--- src/rtl/lc3_io_pkg.sv ---
// Shared types and constants for the LC-3 board input-conditioning logic.
package lc3_io_pkg;

   // Per-button debounce FSM states
   typedef enum logic [1:0] {
      IDLE,
      PRESS_CNT,
      HELD,
      REL_CNT
   } btn_state_t;

   // Flops in every asynchronous-input synchronizer chain
   localparam int unsigned SYNC_STAGES = 2;

endpackage

--- src/rtl/btn_debounce.sv ---
// One active-low pushbutton: synchronizer, debounce FSM, one-cycle active-low
// pulse per accepted press, and a debounced held level. With REPEAT_EN set, a
// held button re-pulses every REPEAT_CYCLES cycles. DB_CYCLES must be >= 2.
module btn_debounce
   import lc3_io_pkg::*;
#(
   parameter int unsigned DB_CYCLES     = 16,
   parameter bit          REPEAT_EN     = 1'b0,
   parameter int unsigned REPEAT_CYCLES = 64
) (
   input  logic clk_i,
   input  logic rst_ni,
   input  logic raw_ni,
   output logic pulse_no,
   output logic held_o
);

   localparam int unsigned    CntW    = $clog2(DB_CYCLES) + 1;
   localparam logic [CntW-1:0] CntLast = CntW'(DB_CYCLES - 1);
   localparam logic [CntW-1:0] CntMax  = '1;

   logic [SYNC_STAGES-1:0] sync_q;
   logic                   synced;
   btn_state_t             state_q, state_d;
   logic [CntW-1:0]        cnt_q, cnt_d, cnt_inc;
   logic                   held_q, held_d;
   logic                   pulse_q, pulse_d;
   logic                   accept;
   logic                   rep_fire;

   assign synced  = sync_q[SYNC_STAGES-1];
   // Saturating increment so the counter can never wrap back into range
   assign cnt_inc = (cnt_q == CntMax) ? cnt_q : cnt_q + 1'b1;

   // State register; buttons reset to released and the FSM to REL_CNT so a
   // button held through reset is absorbed without a pulse
   always_ff @(posedge clk_i or negedge rst_ni) begin
      if (!rst_ni) begin
         sync_q  <= '1;
         state_q <= REL_CNT;
         cnt_q   <= '0;
         held_q  <= 1'b0;
         pulse_q <= 1'b1;
      end else begin
         sync_q  <= {sync_q[SYNC_STAGES-2:0], raw_ni};
         state_q <= state_d;
         cnt_q   <= cnt_d;
         held_q  <= held_d;
         pulse_q <= pulse_d;
      end
   end

   // Next-state: count consecutive stable synced samples in each direction
   always_comb begin
      state_d = state_q;
      cnt_d   = cnt_q;
      accept  = 1'b0;
      unique case (state_q)
         IDLE: begin
            if (!synced) begin
               state_d = PRESS_CNT;
               cnt_d   = CntW'(1);
            end
         end
         PRESS_CNT: begin
            if (synced) begin
               state_d = IDLE;
               cnt_d   = '0;
            end else if (cnt_q >= CntLast) begin
               state_d = HELD;
               cnt_d   = '0;
               accept  = 1'b1;
            end else begin
               cnt_d = cnt_inc;
            end
         end
         HELD: begin
            if (synced) begin
               state_d = REL_CNT;
               cnt_d   = CntW'(1);
            end
         end
         REL_CNT: begin
            if (!synced) begin
               state_d = HELD;
               cnt_d   = '0;
            end else if (cnt_q >= CntLast) begin
               state_d = IDLE;
               cnt_d   = '0;
            end else begin
               cnt_d = cnt_inc;
            end
         end
         default: begin
            state_d = REL_CNT;
            cnt_d   = '0;
         end
      endcase
   end

   generate
      if (REPEAT_EN) begin : g_repeat
         localparam int unsigned    RepW    = $clog2(REPEAT_CYCLES) + 1;
         localparam logic [RepW-1:0] RepLast = RepW'(REPEAT_CYCLES - 1);
         logic [RepW-1:0] rep_q;
         logic            stay_held;

         assign stay_held = (state_q == HELD) && (state_d == HELD);
         assign rep_fire  = stay_held && (rep_q >= RepLast);

         // Repeat timer runs only while HELD persists; any exit clears it
         always_ff @(posedge clk_i or negedge rst_ni) begin
            if (!rst_ni) begin
               rep_q <= '0;
            end else if (stay_held) begin
               rep_q <= (rep_q >= RepLast) ? '0 : rep_q + 1'b1;
            end else begin
               rep_q <= '0;
            end
         end
      end else begin : g_no_repeat
         assign rep_fire = 1'b0;
      end
   endgenerate

   // Outputs: registered pulse and held level; held drops only at IDLE
   always_comb begin
      pulse_d = ~(accept | rep_fire);
      held_d  = held_q;
      if (state_d == HELD) begin
         held_d = 1'b1;
      end else if (state_d == IDLE) begin
         held_d = 1'b0;
      end
      pulse_no = pulse_q;
      held_o   = held_q;
   end

endmodule

--- src/rtl/lc3_input_conditioner.sv ---
// Board input conditioning ahead of the LC-3 top: debounced one-cycle
// active-low Run/Continue pulses and 2-flop synchronized switches.
// Build option: define LC3_BTN_AUTOREPEAT_EN to make a held Continue
// auto-repeat every REPEAT_CYCLES cycles.
module lc3_input_conditioner
   import lc3_io_pkg::*;
#(
   parameter int unsigned DB_CYCLES     = 16,
   parameter int unsigned SW_WIDTH      = 16,
   parameter int unsigned REPEAT_CYCLES = 64
) (
   input  logic                Clk,
   input  logic                Reset,
   input  logic                Run_raw,
   input  logic                Continue_raw,
   input  logic [SW_WIDTH-1:0] S_raw,
   output logic                Run,
   output logic                Continue,
   output logic [SW_WIDTH-1:0] S,
   output logic [1:0]          btn_held
);

`ifdef LC3_BTN_AUTOREPEAT_EN
   localparam bit ContRepeat = 1'b1;
`else
   localparam bit ContRepeat = 1'b0;
`endif

   logic [SYNC_STAGES-1:0][SW_WIDTH-1:0] s_pipe_q;

   btn_debounce #(
      .DB_CYCLES     (DB_CYCLES),
      .REPEAT_EN     (1'b0),
      .REPEAT_CYCLES (REPEAT_CYCLES)
   ) u_run (
      .clk_i    (Clk),
      .rst_ni   (Reset),
      .raw_ni   (Run_raw),
      .pulse_no (Run),
      .held_o   (btn_held[0])
   );

   btn_debounce #(
      .DB_CYCLES     (DB_CYCLES),
      .REPEAT_EN     (ContRepeat),
      .REPEAT_CYCLES (REPEAT_CYCLES)
   ) u_continue (
      .clk_i    (Clk),
      .rst_ni   (Reset),
      .raw_ni   (Continue_raw),
      .pulse_no (Continue),
      .held_o   (btn_held[1])
   );

   // Switch synchronizer: plain 2-flop chain per bit, no debounce
   always_ff @(posedge Clk or negedge Reset) begin
      if (!Reset) begin
         s_pipe_q <= '0;
      end else begin
         s_pipe_q <= {s_pipe_q[SYNC_STAGES-2:0], S_raw};
      end
   end

   assign S = s_pipe_q[SYNC_STAGES-1];

endmodule

--- config.mk ---
export PLATFORM = sky130hd
export DESIGN_NAME = lc3_input_conditioner
export DESIGN_NICKNAME = d
export VERILOG_FILES = /design/src/rtl/lc3_io_pkg.sv /design/src/rtl/btn_debounce.sv /design/src/rtl/lc3_input_conditioner.sv
export SDC_FILE = /design/constraint.sdc
export NUM_CORES = 1
export LEC_CHECK = 0
export ABC_AREA = 1
export BUFFER_PORTS_ARGS = -buffer_cell sky130_fd_sc_hd__buf_2
export CAP_MARGIN = 20
export CORE_AREA = 8 8 74 76
export DETAILED_ROUTE_END_ITERATION = 12
export DIE_AREA = 0 0 82 84
export GPL_ROUTABILITY_DRIVEN = 1
export PLACE_DENSITY = 0.83
export SYNTH_ARGS = -nofsm -noshare
export SYNTH_HDL_FRONTEND = slang
export SYNTH_SLANG_ARGS = --single-unit
--- constraint.sdc ---
create_clock -name Clk -period 1.3 [get_ports Clk]
set_input_delay 0.065 -clock Clk [delete_from_list [all_inputs] [get_ports Clk]]
set_output_delay 0.065 -clock Clk [all_outputs]
set_load 0.05 [all_outputs]
==> run_results.csv <==
group,metric,value,unit
global_routing,grt_pass1_wl,5710,µm
layout,seq_area,0.00136,mm²
clocking,cts_tree,"done",
floorplanning,floorplan.initialDensity,47.0,%
clocking,insertion_delay,0.30,ns
routing,via_count,1317,
clocking,cts_sinks,54,
worst_setup_path,path_cells,"ha_2 -> buf_4 -> nand2_1 -> inv_1 -> nand4_1 -> nand2_1 -> nand3_1 -> nand2_1",
timing,skew,0.00952,ns
layout,multi_input_area,463,µm²
logic_synthesis,yosysWarnings,0,
global_routing,grt_max_degree,55,
worst_setup_path,rrSetupSlack,0.08,ns
logic_synthesis,synth_area_leaders,"dfrtp_1 (55%), dfstp_2 (13%), buf_4 (6.7%)",
clocking,ctsRootBufferMaster,"clkbuf_8",
timing,fin_crit_sh,93.5,%
power,vdd_drop_max,0.868,mV
worst_setup_path,worstPathMaxFanout,2,
floorplanning,die_h,84,µm
layout,nNetsFinal,252,
routing,detail-route-antenna-nets,0,
timing,finalCriticalPeriod,1.22,ns
layout,drive_gt1_share,35.5,%
floorplanning,chipWidth,82,µm
logic_synthesis,synth_nets,199,
timing,slew_headroom,82.0,%
timing,max_freq,823,MHz
global_routing,grt.total_usage,10.5,%
timing,setup_violations,0,
placement,finalWeightedCongestion,0.861,
layout,fillers,334,
logic_synthesis,synthCells,177,
layout,post-route-util,58.8,%
worst_setup_path,path_class,"reg -> reg",
floorplanning,dieArea,0.00689,mm²
power,p_per_area,1240,mW/mm²
global_routing,antenna_found_initial,0,
placement,numPortBuffers,39,
worst_setup_path,crit_path_end_kind,"flip-flop",
floorplanning,core_area,0.00426,mm²
timing,grt_setup_unrepaired,"yes",
clocking,cts.htree.levels,2,
global_routing,gr-total-overflow,0,
power,power.leakage,1.25,nW
logic_synthesis,netlist.area_leader.share,54.9,%
worst_setup_path,crit_family,"flip-flops",
outcome,status,"complete, no violations",
placement,dp_hpwl,2410,µm
routing,viasPerCell,4.65,
power,p_total,3.12,mW
logic_synthesis,synthDistinctLibCells,19,
layout,fin_area,0.00251,mm²
routing,dr.pass1.iters,5,
floorplanning,io_pins,40,
worst_setup_path,path_depth,8,
timing,worstMarginPinSlew,0.270,ns
layout,diodes,0,
timing,hold_violations,0,
placement,dpl_cell_area,0.00218,mm²
worst_setup_path,crit_slowest_cell,"dfrtp_1",
floorplanning,rows,24,
layout,syn_to_final_growth,25.1,%
worst_setup_path,critPathBufInv,2,
clocking,cts_buffer_depth,2,
routing,drt_iter0_drc,54,
logic_synthesis,postSynthAreaPerCell,11.3,µm²
logic_synthesis,seq_area_frac_synth,68.0,%
clocking,path_clk_slew,0.10,ns
logic_synthesis,synth_area,0.00201,mm²
clocking,cts_buffers,5,
worst_setup_path,crit_arrival,1.41,ns
worst_setup_path,start_kind,"flip-flop",
worst_setup_path,cp_data_required_time,1.50,ns
global_routing,grt_pass1_vias,1347,
worst_setup_path,crit_path_frequent_cell,"nand2_1",
routing,drc_errors,0,
min_path,hold_class,"in -> async",
routing,routed_wl,3540,µm
timing,maxSlewViolCount,0,
logic_synthesis,synth_seq_cells,54,
logic_synthesis,synth_area_leader_cell,"dfrtp_1",
job,cap_violations,0,
worst_setup_path,cpPeakStageDelay,0.40,ns
routing,routedWlPerCell,12.5,µm
worst_setup_path,r2r_cells,8,
[cell usage in the layout (no fill, tap or decap)]
cell           count
dfrtp_1           44
buf_2             39
nand2_1           35
inv_1             19
dlygate4sd3_1     19
nor2_1            11
dfstp_2           10
nand3_1            9
nor2_4             5
clkbuf_8           5
buf_4              5
nor2_2             4
nand4_1            4
o21ai_0            4
clkinv_4           3
nand3_2            2
inv_2              2
o22ai_1            2
ha_2               2
nand3_4            1
nand2_4            1
nand2_2            1
o21ai_2            1
o21a_1             1
nor3_1             1
buf_12             1
[kinds of logic (layout without fill, tap and decap cells)]
family	Yosys count	in the layout	synth area share (%)
adders and majority gates	2	2	1.25
and+or+nand+nor	74	74	17.7
buffers and inverters	39	93	10.7
AOI/OAI and AO/OA	8	8	2.43
DFF	54	54	68.0
[power breakdown]
| part | switching (mW) | total (mW) | internal [mW] |
|---|---|---|---|
| registers | 0.0397 | 1.81 | 1.77 |
| logic | 0.229 | 0.376 | 0.147 |
| clock network | 0.544 | 0.933 | 0.389 |
| total | 0.813 | 3.12 | 2.30 |
[Yosys cell counts (all sizes together)]
library cell and n:
buf 18, dfrtp 44, dfstp 10, ha 2, inv 21, nand2 37
nand3 12, nand4 4, nor2 20, nor3 1, o21a 1, o21ai 5
o22ai 2
[flip-flops by register name, summed over array words and instances (netlist names)]
signal,flops
u_run.sync_q,2
u_run.held_o,1
s_pipe_q,16
u_continue.held_o,1
S,16
u_continue.cnt_q,5
u_continue.state_q,2
u_run.cnt_q,5
u_run.state_q,2
u_continue.sync_q,2
u_continue.pulse_no,1
u_run.pulse_no,1
[per-stage QoR]
stage          instances  hold slack, ns  setup TNS (ns)  setup slack [ns]
6_report             283           0.282               0            0.0850
5_1_grt              283           0.296         -0.0339           -0.0194
4_1_cts              282           0.283               0            0.0319
3_5_place_dp         255          0.0786               0            0.0127
3_3_place_gp         255          0.0751               0            0.0839
2_1_floorplan        177          -0.231               0            0.0806
[layer usage]
layer | vias up | routed length, µm | global-route usage (%)
met3 | 4 | 287 | 3.99
met2 | 40 | 1930 | 18.4
met4 | 0 | 21 | 3.19
li1 | 637 | - | -
met1 | 636 | 1300 | 11.0
met5 | - | 0 | 0
[path summary, 6_finish.rpt]
| kind | end | startpoint |
|---|---|---|
| min in group Clk | S[8] | s_pipe_q[8] |
| worst min register to register | S[8] | s_pipe_q[8] |
| worst max register to register | u_continue.cnt_q[1] | u_continue.cnt_q[1] |
| worst min-delay path | S[6] | Reset |
| worst max-delay path | u_continue.cnt_q[1] | u_continue.cnt_q[1] |
| max in group asynchronous | u_run.pulse_no | Reset |
[what timing repair did]
item	CTS	global route
resized for setup	1	7
endpoints found under the hold margin	62	0
setup buffers	0	1
endpoints found under the setup margin	3	13
pin swaps	0	3
hold buffers	19	0
[area by class of cell]
type / instances / area share, %
Multi-Input combinational cell: 84 / 18.5
Inverter: 21 / 3.14
Sequential cell: 54 / 54.4
Timing Repair Buffer: 64 / 17.7
Clock inverter: 3 / 1.05
Clock buffer: 5 / 2.74
Tap cell: 52 / 2.59
[tightest hold or removal path: cells and delay by family]
kind | cells | cell delay (ns)
buf+inv | 3 | 0.90
No activity file was read; power rests on OpenSTA's default activity.
